**config.mk**
```make
export PLATFORM = sky130hd
export DESIGN_NAME = yutorina_bus_arbiter_flat
export DESIGN_NICKNAME = d
export VERILOG_FILES = /design/src/rtl/yutorina_bus_arbiter_pkg.sv /design/src/rtl/yutorina_bus_arbiter_if.sv /design/src/rtl/yutorina_arb_rr_sel.sv /design/src/rtl/yutorina_bus_arbiter.sv /design/src/flat_wrapper.sv
export SDC_FILE = /design/constraint.sdc
export NUM_CORES = 1
export LEC_CHECK = 0
export CAP_MARGIN = 15
export CELL_PAD_IN_SITES_DETAIL_PLACEMENT = 1
export CELL_PAD_IN_SITES_GLOBAL_PLACEMENT = 2
export CORE_MARGIN = 5
export CORE_UTILIZATION = 18
export CTS_CLUSTER_DIAMETER = 50
export DETAILED_ROUTE_END_ITERATION = 7
export PLACE_DENSITY = 0.79
export SYNTH_ARGS = -nofsm -noshare
export SYNTH_HDL_FRONTEND = slang
export SYNTH_SLANG_ARGS = --single-unit
export TNS_END_PERCENT = 1
```
**constraint.sdc**
```tcl
create_clock -name clk -period 1.4 [get_ports clk]
set_input_delay 0.28 -clock clk [delete_from_list [all_inputs] [get_ports clk]]
set_output_delay 0.28 -clock clk [all_outputs]
set_load 0.02 [all_outputs]
```
**src/rtl/yutorina_bus_arbiter_pkg.sv**
```systemverilog
// Shared bus definitions for the four-master round-robin bus arbiter.
// Holds the owner index type, the master indices and the active-low level constants.
package yutorina_bus_arbiter_pkg;

    localparam int ARB_MASTERS = 4;

    typedef logic [1:0] ArbOwnerBus;

    localparam ArbOwnerBus ARB_OWNER_IF   = 2'd0;
    localparam ArbOwnerBus ARB_OWNER_MEM  = 2'd1;
    localparam ArbOwnerBus ARB_OWNER_EXTA = 2'd2;
    localparam ArbOwnerBus ARB_OWNER_EXTB = 2'd3;

    // Active-low request/grant levels
    localparam logic ENABLE_  = 1'b0;
    localparam logic DISABLE_ = 1'b1;

    // Active-low one-hot grant vector for a given owner
    function automatic logic [ARB_MASTERS-1:0] arb_grnt_decode(input ArbOwnerBus owner);
        logic [ARB_MASTERS-1:0] g;
        g        = {ARB_MASTERS{DISABLE_}};
        g[owner] = ENABLE_;
        return g;
    endfunction

endpackage

```
**src/rtl/yutorina_bus_arbiter_if.sv**
```systemverilog
// Arbiter bus bundle: per-master active-low requests in, active-low grants,
// owner index and timeout pulse out. The arbiter uses the slave modport.
interface yutorina_bus_arbiter_if;
    import yutorina_bus_arbiter_pkg::*;

    logic [ARB_MASTERS-1:0] m_req_;
    logic [ARB_MASTERS-1:0] m_grnt_;
    ArbOwnerBus             owner;
    logic                   timeout;

    modport master (output m_req_, input m_grnt_, input owner, input timeout);
    modport slave  (input m_req_, output m_grnt_, output owner, output timeout);

endinterface

```
**src/rtl/yutorina_arb_rr_sel.sv**
```systemverilog
// Round-robin next-owner selector: searches owner+1, owner+2, owner+3 (mod 4)
// for the first active-low request. found_o is low when no other master
// requests, in which case next_owner_o just echoes the current owner.
module yutorina_arb_rr_sel
    import yutorina_bus_arbiter_pkg::*;
(
    input  ArbOwnerBus             owner_i,
    input  logic [ARB_MASTERS-1:0] m_req_i,
    output ArbOwnerBus             next_owner_o,
    output logic                   found_o
);

    // Scan from the farthest offset down so the nearest requester wins last
    always_comb begin
        next_owner_o = owner_i;
        found_o      = 1'b0;
        for (int k = ARB_MASTERS - 1; k >= 1; k--) begin
            if (m_req_i[owner_i + ArbOwnerBus'(k)] == ENABLE_) begin
                next_owner_o = owner_i + ArbOwnerBus'(k);
                found_o      = 1'b1;
            end
        end
    end

endmodule

```
**src/rtl/yutorina_bus_arbiter.sv**
```systemverilog
// Four-master round-robin bus arbiter with bus parking.
// Optional hold-limit feature: define YUTORINA_ARB_TIMEOUT_EN to build the
// hold counter that forcibly rotates ownership after MAX_HOLD contended cycles.
module yutorina_bus_arbiter
    import yutorina_bus_arbiter_pkg::*;
#(
    parameter int MAX_HOLD = 16,
    parameter int HOLD_W   = 5
) (
    input  logic                  clk,
    input  logic                  rst,
    yutorina_bus_arbiter_if.slave bus
);

    // The hold counter must be able to represent MAX_HOLD
    if ((1 << HOLD_W) <= MAX_HOLD) begin : g_bad_hold_w
        $error("HOLD_W too narrow for MAX_HOLD");
    end

    ArbOwnerBus             owner_q, owner_d;
    logic [ARB_MASTERS-1:0] grnt_q, grnt_d;
    ArbOwnerBus             rr_next;
    logic                   rr_found;
    logic                   own_req;

    yutorina_arb_rr_sel u_rr_sel (
        .owner_i      (owner_q),
        .m_req_i      (bus.m_req_),
        .next_owner_o (rr_next),
        .found_o      (rr_found)
    );

    assign own_req = (bus.m_req_[owner_q] == ENABLE_);

`ifdef YUTORINA_ARB_TIMEOUT_EN
    localparam logic [HOLD_W-1:0] HOLD_LIMIT = HOLD_W'(MAX_HOLD);

    logic [HOLD_W-1:0] hold_q, hold_d;
    logic              timeout_q, timeout_d;
    logic              expire;

    // Owner is revoked only when it has used up its contended hold budget
    assign expire = own_req && rr_found && (hold_q == HOLD_LIMIT);

    // Next owner, hold count and timeout pulse
    always_comb begin
        owner_d   = owner_q;
        hold_d    = hold_q;
        timeout_d = expire;
        if ((!own_req || expire) && rr_found) begin
            owner_d = rr_next;
            hold_d  = '0;
        end else if (own_req && rr_found && hold_q != HOLD_LIMIT) begin
            hold_d = hold_q + 1'b1;
        end
        grnt_d = arb_grnt_decode(owner_d);
    end

    // Hold counter and timeout pulse registers
    always_ff @(posedge clk) begin
        if (rst) begin
            hold_q    <= '0;
            timeout_q <= 1'b0;
        end else begin
            hold_q    <= hold_d;
            timeout_q <= timeout_d;
        end
    end

    assign bus.timeout = timeout_q;
`else
    // Owner keeps the bus while requesting; otherwise hand over or park
    always_comb begin
        owner_d = owner_q;
        if (!own_req && rr_found) begin
            owner_d = rr_next;
        end
        grnt_d = arb_grnt_decode(owner_d);
    end

    assign bus.timeout = 1'b0;
`endif

    // Ownership and grant registers; reset parks the bus on the IF stage
    always_ff @(posedge clk) begin
        if (rst) begin
            owner_q <= ARB_OWNER_IF;
            grnt_q  <= arb_grnt_decode(ARB_OWNER_IF);
        end else begin
            owner_q <= owner_d;
            grnt_q  <= grnt_d;
        end
    end

    assign bus.owner   = owner_q;
    assign bus.m_grnt_ = grnt_q;

endmodule
```
**src/flat_wrapper.sv**
```systemverilog
// flat-port wrapper written by rule: the top's interface ports become plain ports
module yutorina_bus_arbiter_flat import yutorina_bus_arbiter_pkg::*;
#(
    parameter int MAX_HOLD = 16,
    parameter int HOLD_W   = 5
)
  (clk, rst, bus_m_req_, bus_m_grnt_, bus_owner, bus_timeout);
  yutorina_bus_arbiter_if bus_i ();
  input  logic clk;
  input  logic rst;
  input wire logic [$bits(bus_i.m_req_)-1:0] bus_m_req_;
  output wire logic [$bits(bus_i.m_grnt_)-1:0] bus_m_grnt_;
  output wire logic [$bits(bus_i.owner)-1:0] bus_owner;
  output wire logic [$bits(bus_i.timeout)-1:0] bus_timeout;
  assign bus_i.m_req_ = bus_m_req_;
  assign bus_m_grnt_ = bus_i.m_grnt_;
  assign bus_owner = bus_i.owner;
  assign bus_timeout = bus_i.timeout;
  yutorina_bus_arbiter #(.MAX_HOLD(MAX_HOLD), .HOLD_W(HOLD_W)) u_core (.clk(clk), .rst(rst), .bus(bus_i));
endmodule
```
# After elaboration in Yosys (flattened, before gate mapping)
# Cells that the tools add are included.
[word_totals]
ff_bits = 6
wordCells = 31
[classes]
addsub = 3
order_cmp = 6
muxes = 17
n_bitwise = 1
n_reduce_logical = 2
[op_table]
columns = ["operator", "count"]
rows = [
  ["< comparator 2 x 3 -> 1 bit (second input constant)", 5],
  ["binary-select mux 1 bit (select 2 bit)", 4],
  ["2-to-1 mux 1 bit", 8],
  ["2-to-1 mux 2 bit", 4],
  ["adder 2 bit (second input constant)", 2],
  ["inverter 4 bit", 1],
  ["adder 2 x 1 -> 2 bit (second input constant)", 1],
  ["demux 1 bit (select 2 bit)", 1],
  ["greater-or-equal comparator 2 x 1 -> 1 bit (second input constant)", 1],
  ["logical AND 1 bit", 2],
]

# Depth between registers and ports, before layout
# Gate-level depths: netlist of run 1.
[depth]
word_depth = 13
mapped_depth = 4

# Modules after synthesis
# From an unflattened synthesis of run 1, not the netlist that was laid out.
[unflattened]
hier_cells = 53
hier_area_um2 = 447.9
[modules_own_cells]
columns = ["mod", "n_inst", "cells_per_inst", "area_each_um2"]
rows = [
  ["yutorina_bus_arbiter", 1, 32, 325.3],
  ["yutorina_arb_rr_sel", 1, 21, 122.6],
]

# Worst setup path after synthesis of run 1
# Ideal clock, no wire load.
[synth_timing]
path_type = "register to register"
startpoint = "register u_core.owner_q[1], in the netlist u_core.bus.owner[1]"
endpoint = "register u_core.grnt_q[3], in the netlist u_core.bus.m_grnt_[3]"
setup_ps = 120
arrival_ps = 1257
setup_slack_ps = 23
path_stages_with_launch = 5
path_buffers = 0
period_less_slack_ps = 1377
path_cell_list = "dfxtp_1 > nor2b_1 > o21ai_0 > a221o_1 > or2_1"
[synth_via]
elab_chain_cells = 13
[synth_lines]
columns = ["item", "line", "rtl"]
rows = [
  ["start, declared", "yutorina_bus_arbiter.sv:20", "ArbOwnerBus owner_q, owner_d;"],
  ["start signal, assigned", "yutorina_bus_arbiter.sv:90", "owner_q <= owner_d;"],
  ["adder 2 bit", "yutorina_arb_rr_sel.sv:18, yutorina_arb_rr_sel.sv:19", ""],
  ["binary-select mux 1 bit (select 2 bit)", "yutorina_arb_rr_sel.sv:18", "if (m_req_i[owner_i + ArbOwnerBus'(k)] == ENABLE_) begin"],
  ["2-to-1 mux 1 bit (implied by the code)", "yutorina_arb_rr_sel.sv:18", ""],
  ["2-to-1 mux 1 bit (3 in series)", "yutorina_arb_rr_sel.sv:18", ""],
  ["logical AND 1 bit", "yutorina_bus_arbiter.sv:75", "if (!own_req && rr_found) begin"],
  ["2-to-1 mux 2 bit *", "yutorina_bus_arbiter.sv:75", ""],
  ["< comparator 2 x 3 -> 1 bit (implied by the code) or greater-or-equal comparator 2 x 1 -> 1 bit (tied branches)", "yutorina_bus_arbiter_pkg.sv:22", "g[owner] = ENABLE_;"],
  ["logical AND 1 bit (implied by the code)", "yutorina_bus_arbiter_pkg.sv:22", ""],
  ["2-to-1 mux 1 bit (implied by the code)", "yutorina_bus_arbiter_pkg.sv:22", ""],
  ["demux 1 bit (select 2 bit) *", "n/a", ""],
  ["inverter 4 bit (no source line) *", "n/a", ""],
  ["end signal, assigned", "yutorina_bus_arbiter.sv:88", "grnt_q <= arb_grnt_decode(ARB_OWNER_IF);"],
  ["end signal, assigned", "yutorina_bus_arbiter.sv:91", "grnt_q <= grnt_d;"],
  ["end, declared", "yutorina_bus_arbiter.sv:21", "logic [ARB_MASTERS-1:0] grnt_q, grnt_d;"],
]
# Mark *: on every way between the ends. The rest lies on a longest branch, timed or not. The select of a mux whose other input is x is not followed.
# A chain may end at the register's enable or synchronous reset.

# Worst setup path in the final report of run 1
# Ends and elaborated chain as after synthesis.

==> out/qor.txt, run 1 <==
=================================================================================================================
Number of diodes ...................................................................................            0
Total power after layout ...........................................................................       451 µW
Cell with the most instances after synthesis ....................................................... sky130_fd_sc_hd__dfxtp_1
Post-place instance area ...........................................................................      400 µm²
Antenna viol nets, final ...........................................................................            0
Simple-gate area share of the yosys netlist ........................................................        23.9%
I/O pin cnt ........................................................................................           13
Setup TNS ..........................................................................................         0 ns
Area share of the largest cell type after synthesis ................................................        46.8%
Dominant synthesized flop cell ..................................................................... sky130_fd_sc_hd__dfxtp_1
Largest area contributor in the netlist ............................................................ sky130_fd_sc_hd__dfxtp_1
Buffers from clock root to sink, at most ...........................................................            2
Average wire length per cell after detail routing ..................................................      10.8 µm
Highest routed metal layer .........................................................................         met3
Clk_skew ...........................................................................................   0.00261 ns
Pre-CTS setup slack ................................................................................    -0.363 ns
Compound-Gate Fraction of Synth Area ...............................................................        22.0%
Via count of the first global-routing pass .........................................................          251
Data required time at the worst endpoint ...........................................................      1.53 ns
Core region area ...................................................................................     1320 µm²
Setup slack of the critical path after layout ......................................................    0.0752 ns
Type of destination of the critical path ...........................................................    flip-flop
Ratio of cells with drive above 1 in the final layout ..............................................        13.0%
EDFF count, synth ..................................................................................            0
Biggest area contributors in the synthesized netlist ............................................... sky130_fd_sc_hd__dfxtp_1 47%, sky130_fd_sc_hd__nand2b_1 9.8%, sky130_fd_sc_hd__o21ai_0 7.8%
Register area share after synthesis ................................................................        46.8%
Total track usage ..................................................................................        6.22%
Xor-xnor portion of the synthesized cell area ......................................................           0%
Fmax achieved ......................................................................................    0.755 GHz
Mux cell area share after synthesis ................................................................           0%
FP Rows ............................................................................................           13
Max Slew Vio Count .................................................................................            0
CP max-delay cell .................................................................................. sky130_fd_sc_hd__dfxtp_1
Mean area per synthesized cell .....................................................................     8.55 µm²
Critical path launch point type ....................................................................    flip-flop
Ordered cell list for the critical path ............................................................ nor2b_1 > o21ai_0 > a221o_1 > or2_1
Delay of the slowest critical-path stage ...........................................................      0.41 ns
Metal2 WL ..........................................................................................       340 µm
Wire length on met3 ................................................................................        46 µm
Type of the setup path with the least slack ........................................................   reg -> reg
Pin count of the biggest net entering global routing ...............................................            8
Share of the cycle needed by the critical path after routing .......................................        94.6%
Detailed-route wire length .........................................................................       661 µm
Chip Width .........................................................................................      47.8 µm
Cell family with most CP delay ..................................................................... compound AO/OA/AOI/OAI gates
Arithmetic-cell share of the synthesized area counting full adders, half adders and majority gates .           0%
Setup violators final ..............................................................................            0
Synth cell types ...................................................................................           16
Fraction of registers with async set/reset .........................................................           0%
#FFs+latches synth .................................................................................            6
Result of the run .................................................................................. finished clean
First-iteration detailed-routing DRC count .........................................................            5
Final critical delay including setup and external delays ...........................................      1.32 ns
RSZ-0062 raised after global routing ...............................................................        false
Mean number of vias per cell .......................................................................         4.28
DR vias ............................................................................................          261
Post-synthesis to final-layout area growth .........................................................        62.0%
Area of the die ....................................................................................     2280 µm²
Clock latency reported for the late side of the worst-skew pair ....................................      0.24 ns
Maximum fanout count along the critical path .......................................................            7
Post-CTS Hold Fix Bufs .............................................................................            0
Post-layout util ...................................................................................        31.5%
Clock sinks ........................................................................................            6
Filler Cell Count ..................................................................................          156
Critical Path AT ...................................................................................      1.46 ns
Number of iterations in the first detailed-routing pass ............................................            3
Synth Warn # .......................................................................................            0
Top cell types by occurrence after synthesis ....................................................... 6 x sky130_fd_sc_hd__dfxtp_1, 4 x sky130_fd_sc_hd__nand2b_1, 4 x sky130_fd_sc_hd__o21ai_0
Mapped Area ........................................................................................      256 µm²
Net count after synthesis ..........................................................................           36
Clock slew seen by the registers of the worst setup and hold paths .................................      0.05 ns
Crit path from ..................................................................................... u_core.bus.owner[1]
RePlAce Congestion .................................................................................        0.619
Root buffer cell ................................................................................... sky130_fd_sc_hd__clkbuf_4
Count of endpoints failing hold in the final timing report .........................................            0
Cells after Synth ..................................................................................           30
Pwr Density ........................................................................................  1090 nW/µm²
Remaining routing DRC violations ...................................................................            0
Number of levels the H-tree was split into .........................................................            1
Global-route wire length before repair .............................................................       952 µm
Clock buffer count from CTS ........................................................................            3
Count of buffers from port buffering ...............................................................           11
Final #Nets ........................................................................................           54
Placed cell count ..................................................................................           58
Clock tree from TritonCTS ..........................................................................        built
Static Leak ........................................................................................     0.195 nW
Finished Layout Cells ..............................................................................           61
Worst Path Buf+Inv .................................................................................            0
Remaining Overflow, GRT ............................................................................            0
Worst hold slack ...................................................................................     0.603 ns
Post-route met1 wirelength .........................................................................       274 µm
HP Start ........................................................................................... bus_m_req_[1]
Max capacitance violation total ....................................................................            0
Start of the worst register-to-register path ....................................................... u_core.bus.owner[1]
Largest family of logic cells by synthesized area .................................................. simple AND/OR/NAND/NOR gates
Max rail drop VDD ..................................................................................   0.000482 V
Area of all placed cells without fillers ...........................................................      415 µm²
Min-Delay Path Class ...............................................................................    in -> reg
Die Span Y .........................................................................................      47.8 µm
Initial core utilization ...........................................................................        19.5%
Initial antenna violation count ....................................................................            0
=================================================================================================================
[path summary, 6_finish.rpt]
path	end	slack [ns]	depth (start not counted)
max	u_core.bus.m_grnt_[3]	0.08	4
min	u_core.bus.m_grnt_[1]	0.60	5
max reg2reg	u_core.bus.m_grnt_[3]	0.08	4
min reg2reg	u_core.bus.m_grnt_[0]	0.74	3
[cells in the final DEF, fill, tap and decap left out]
cell type	count
sky130_fd_sc_hd__nand3_1	1
sky130_fd_sc_hd__clkdlybuf4s50_1	2
sky130_fd_sc_hd__dlymetal6s2s_1	1
sky130_fd_sc_hd__inv_1	2
sky130_fd_sc_hd__nor2b_1	1
sky130_fd_sc_hd__nand2b_1	4
sky130_fd_sc_hd__clkbuf_4	3
sky130_fd_sc_hd__buf_4	3
sky130_fd_sc_hd__dfxtp_1	6
sky130_fd_sc_hd__o211ai_1	1
sky130_fd_sc_hd__a21oi_1	2
sky130_fd_sc_hd__conb_1	1
sky130_fd_sc_hd__a221o_1	1
sky130_fd_sc_hd__dlygate4sd2_1	8
sky130_fd_sc_hd__nand3b_1	1
sky130_fd_sc_hd__nand2_1	1
sky130_fd_sc_hd__or2_1	1
sky130_fd_sc_hd__nor2_1	2
sky130_fd_sc_hd__o21ai_0	4
sky130_fd_sc_hd__a2bb2oi_1	1
[metal layers]
layer | vias up | global-route usage [%]
li1 | 133 | -
met1 | 122 | 6.47
met2 | 6 | 9.76
met3 | 0 | 4.89
met4 | 0 | 1.61
met5 | - | 0
[layout make-up]
type | instances | area, µm² | area share (%)
Multi-Input combinational cell | 21 | 121 | 29.2
Inverter | 2 | 7.51 | 1.81
Tap cell | 15 | 18.8 | 4.52
Clock buffer | 3 | 22.5 | 5.42
Timing Repair Buffer | 14 | 125 | 30.1
Sequential cell | 6 | 120 | 28.9
[logic make-up (layout without fill, tap and decap cells)]
family                 after synthesis  count (layout)
AO/OA/AOI/OAI                        9               9
other                                1               1
flip-flops                           6               6
buffers and inverters                3              19
AND/OR/NAND/NOR                     11              11
[where the power goes]
group          switching [mW]  internal [mW]
Sequential            0.00748          0.185
Clock                  0.0623         0.0970
Combinational          0.0513         0.0484
Total                   0.121          0.330
[registers in the layout (all words and copies together), names as in the netlist]
| signal | flops |
|---|---|
| u_core.bus.m_grnt_ | 4 |
| u_core.bus.owner | 2 |
[worst reg2reg max path, stage by stage, from the launching register on]
cell	delay (ns)
sky130_fd_sc_hd__dfxtp_1	0.41
sky130_fd_sc_hd__nor2b_1	0.15
sky130_fd_sc_hd__o21ai_0	0.08
sky130_fd_sc_hd__a221o_1	0.34
sky130_fd_sc_hd__or2_1	0.24
[what timing repair did]
action	CTS	global route
buffers inserted	0	0
setup endpoints to repair	10	1
resized for setup	8	1
pin swaps	1	0
(Power assumes the default switching activity.)
==> run 2, diff against run 1 <==
Settings changed: PLACE_DENSITY 0.79 to 0.68.
==> run 2 against run 1 <==
Compared with the run above:
- sequential share of layout area decreased by 0.47 points
- via count increased by 5.0%
- non-clock buffer count increased by 1
- hold slack improved by 0.018 ns
- count of clock-buffer cells in the layout unchanged
- die area unchanged
- critical path type is now reg -> out
- largest cell class unchanged
==> out/qor.txt, run 2 (synthesized netlist as in run 1, its figures left out) <==
=================================================================================
Clk_skew ...........................................................  0.000965 ns   -0.00164 ns
Max capacitance violation total ....................................            0   unchanged
Delay of the slowest critical-path stage ...........................      0.40 ns   about the same
Initial core utilization ...........................................        19.5%   unchanged
Reg-to-reg setup timing slack ......................................      0.14 ns   +0.06 ns
Clock latency reported for the late side of the worst-skew pair ....      0.24 ns   about the same
DR vias ............................................................          274   +5.0%
Area of the die ....................................................     2280 µm²   unchanged
Average wire length per cell after detail routing ..................      11.6 µm   +7.5%
Min-Delay Path Class ...............................................    in -> reg
Start of the worst register-to-register path ....................... u_core.bus.owner[1]
Final #Nets ........................................................           55   +1.9%
RSZ-0062 raised after global routing ...............................        false
Core region area ...................................................     1320 µm²   unchanged
Placed cell count ..................................................           59   +1.7%
Antenna viol nets, final ...........................................            0   unchanged
Worst Path Buf+Inv .................................................            1   +1
I/O pin cnt ........................................................           13   unchanged
Via count of the first global-routing pass .........................          298   +19%
Clock tree from TritonCTS ..........................................        built
End of the worst register-to-register path ......................... u_core.bus.m_grnt_[0]
Fmax achieved ......................................................    0.785 GHz   +4.0%
Destination of the worst hold path ................................. u_core.bus.m_grnt_[0]
Depth of the worst hold-timing path ................................            4   -1
First-iteration detailed-routing DRC count .........................            1   -4
Setup TNS ..........................................................         0 ns   unchanged
Pwr Density ........................................................  1060 nW/µm²   -2.2%
Mean number of vias per cell .......................................         4.42   +3.3%
Detailed placer's ending HPWL ......................................       607 µm
Initial antenna violation count ....................................            0   unchanged
Cell family with most CP delay .....................................   flip-flops
Result of the run .................................................. finished clean
Root buffer cell ................................................... sky130_fd_sc_hd__clkbuf_4
Commonest cells after routing, fill and taps aside ................. 9 x sky130_fd_sc_hd__dlygate4sd2_1, 5 x sky130_fd_sc_hd__dfxtp_1, 4 x sky130_fd_sc_hd__nand2b_1, 4 x sky130_fd_sc_hd__o21ai_0, 4 x sky130_fd_sc_hd__buf_4
Global-route wire length before repair .............................      1190 µm   +25%
Post-synthesis to final-layout area growth .........................        66.3%
Ratio of cells with drive above 1 in the final layout ..............        19.1%   +6.1 points
Detailed-route wire length .........................................       722 µm   +9.2%
Number of diodes ...................................................            0   unchanged
Worst hold slack ...................................................     0.621 ns   +0.0182 ns
Critical path launch point type ....................................    flip-flop
Chip Width .........................................................      47.8 µm   unchanged
Number of iterations in the first detailed-routing pass ............            2   -1
Finished Layout Cells ..............................................           62   +1.6%
Type of the setup path with the least slack ........................   reg -> out
Type of destination of the critical path ........................... primary output
Static Leak ........................................................     0.201 nW   +3.4%
Setup violators final ..............................................            0   unchanged
Ordered cell list for the critical path ............................ dlygate4sd2_1
HP Start ........................................................... bus_m_req_[2]
Buffers from clock root to sink, at most ...........................            2   unchanged
Final critical delay including setup and external delays ...........      1.27 ns   -0.0504 ns
RePlAce Congestion .................................................        0.705   +14%
CP max-delay cell .................................................. sky130_fd_sc_hd__dfxtp_1
Max rail drop VDD ..................................................   0.000350 V   -27%
Clock sinks ........................................................            6   unchanged
Clock slew seen by the registers of the worst setup and hold paths .      0.04 ns   about the same
Pin count of the biggest net entering global routing ...............            8   unchanged
Number of levels the H-tree was split into .........................            1   unchanged
Die Span Y .........................................................      47.8 µm   unchanged
Critical Path AT ...................................................      0.99 ns   -0.47 ns
Data required time at the worst endpoint ...........................      1.12 ns   -0.41 ns
Largest register FFs ...............................................            4   unchanged
Maximum fanout count along the critical path .......................            5   -2
Max Slew Vio Count .................................................            0   unchanged
Remaining routing DRC violations ...................................            0   unchanged
Register-to-Register Path Depth ....................................            5   +1
Area of all placed cells without fillers ...........................      427 µm²   +2.7%
Share of the cycle needed by the critical path after routing .......        91.0%   -3.6 points
Total power after layout ...........................................       453 µW   +0.50%
Count of endpoints failing hold in the final timing report .........            0   unchanged
Clock buffer count from CTS ........................................            3   unchanged
Number of setup buffers added after CTS ............................            0   unchanged
Count of buffers from port buffering ...............................           11   unchanged
FP Rows ............................................................           13   unchanged
Most common cell after layout, fill and taps aside ................. sky130_fd_sc_hd__dlygate4sd2_1
Remaining Overflow, GRT ............................................            0   unchanged
Post-place instance area ...........................................      408 µm²   +1.9%
Total track usage ..................................................        8.33%   +2.1 points
=================================================================================
-- run 2: area by class of cell --
type	count	area [µm²]
clock buffer	3	22.5
multi-input combinational	21	125
inverter	2	7.51
fill	165	891
sequential	6	121
tap	15	18.8
timing repair buffer	15	131
-- run 2: what timing repair did --
item	in CTS	in global routing
setup endpoints to repair	10	2
hold buffers	0	0
pin swaps	1	2
resized for setup	9	3
-- run 2: worst max path at each step --
stage	start	end	slack, ns	cells after the start
after floorplan	u_core.bus.owner[1]	u_core.bus.m_grnt_[3]	0.02	4
after CTS	u_core.bus.owner[1]	u_core.bus.m_grnt_[0]	0.01	5
after detailed placement	bus_m_req_[0]	u_core.bus.m_grnt_[0]	-0.37	6
after global placement	bus_m_req_[0]	u_core.bus.m_grnt_[3]	-0.32	5
final	u_core.bus.owner[0]	bus_owner[0]	0.13	1
after global routing	u_core.bus.owner[1]	u_core.bus.m_grnt_[0]	0.04	5
-- run 2: through the flow --
stage | util (%) | worst slack, ns
finish | 32.4 | 0.126
CTS | 31.8 | 0.0128
global placement | 31.0 | -0.317
detailed placement | 31.0 | -0.374
floorplan | - | 0.0230
global route | 32.4 | 0.0439
-- run 2: power breakdown --
group / internal, mW / switching, mW
registers: 0.185 / 0.00822
clock network: 0.0968 / 0.0592
logic: 0.0499 / 0.0541
-- run 2: metal layers --
| metal | track usage (%) | share of wire (%) | vias to the layer above |
|---|---|---|---|
| met1 | 6.44 | 34 | 124 |
| met5 | 0 | 0 | - |
| li1 | - | - | 137 |
| met4 | 9.68 | 2.6 | 0 |
| met3 | 3.01 | 8.3 | 2 |
| met2 | 14.5 | 54 | 11 |
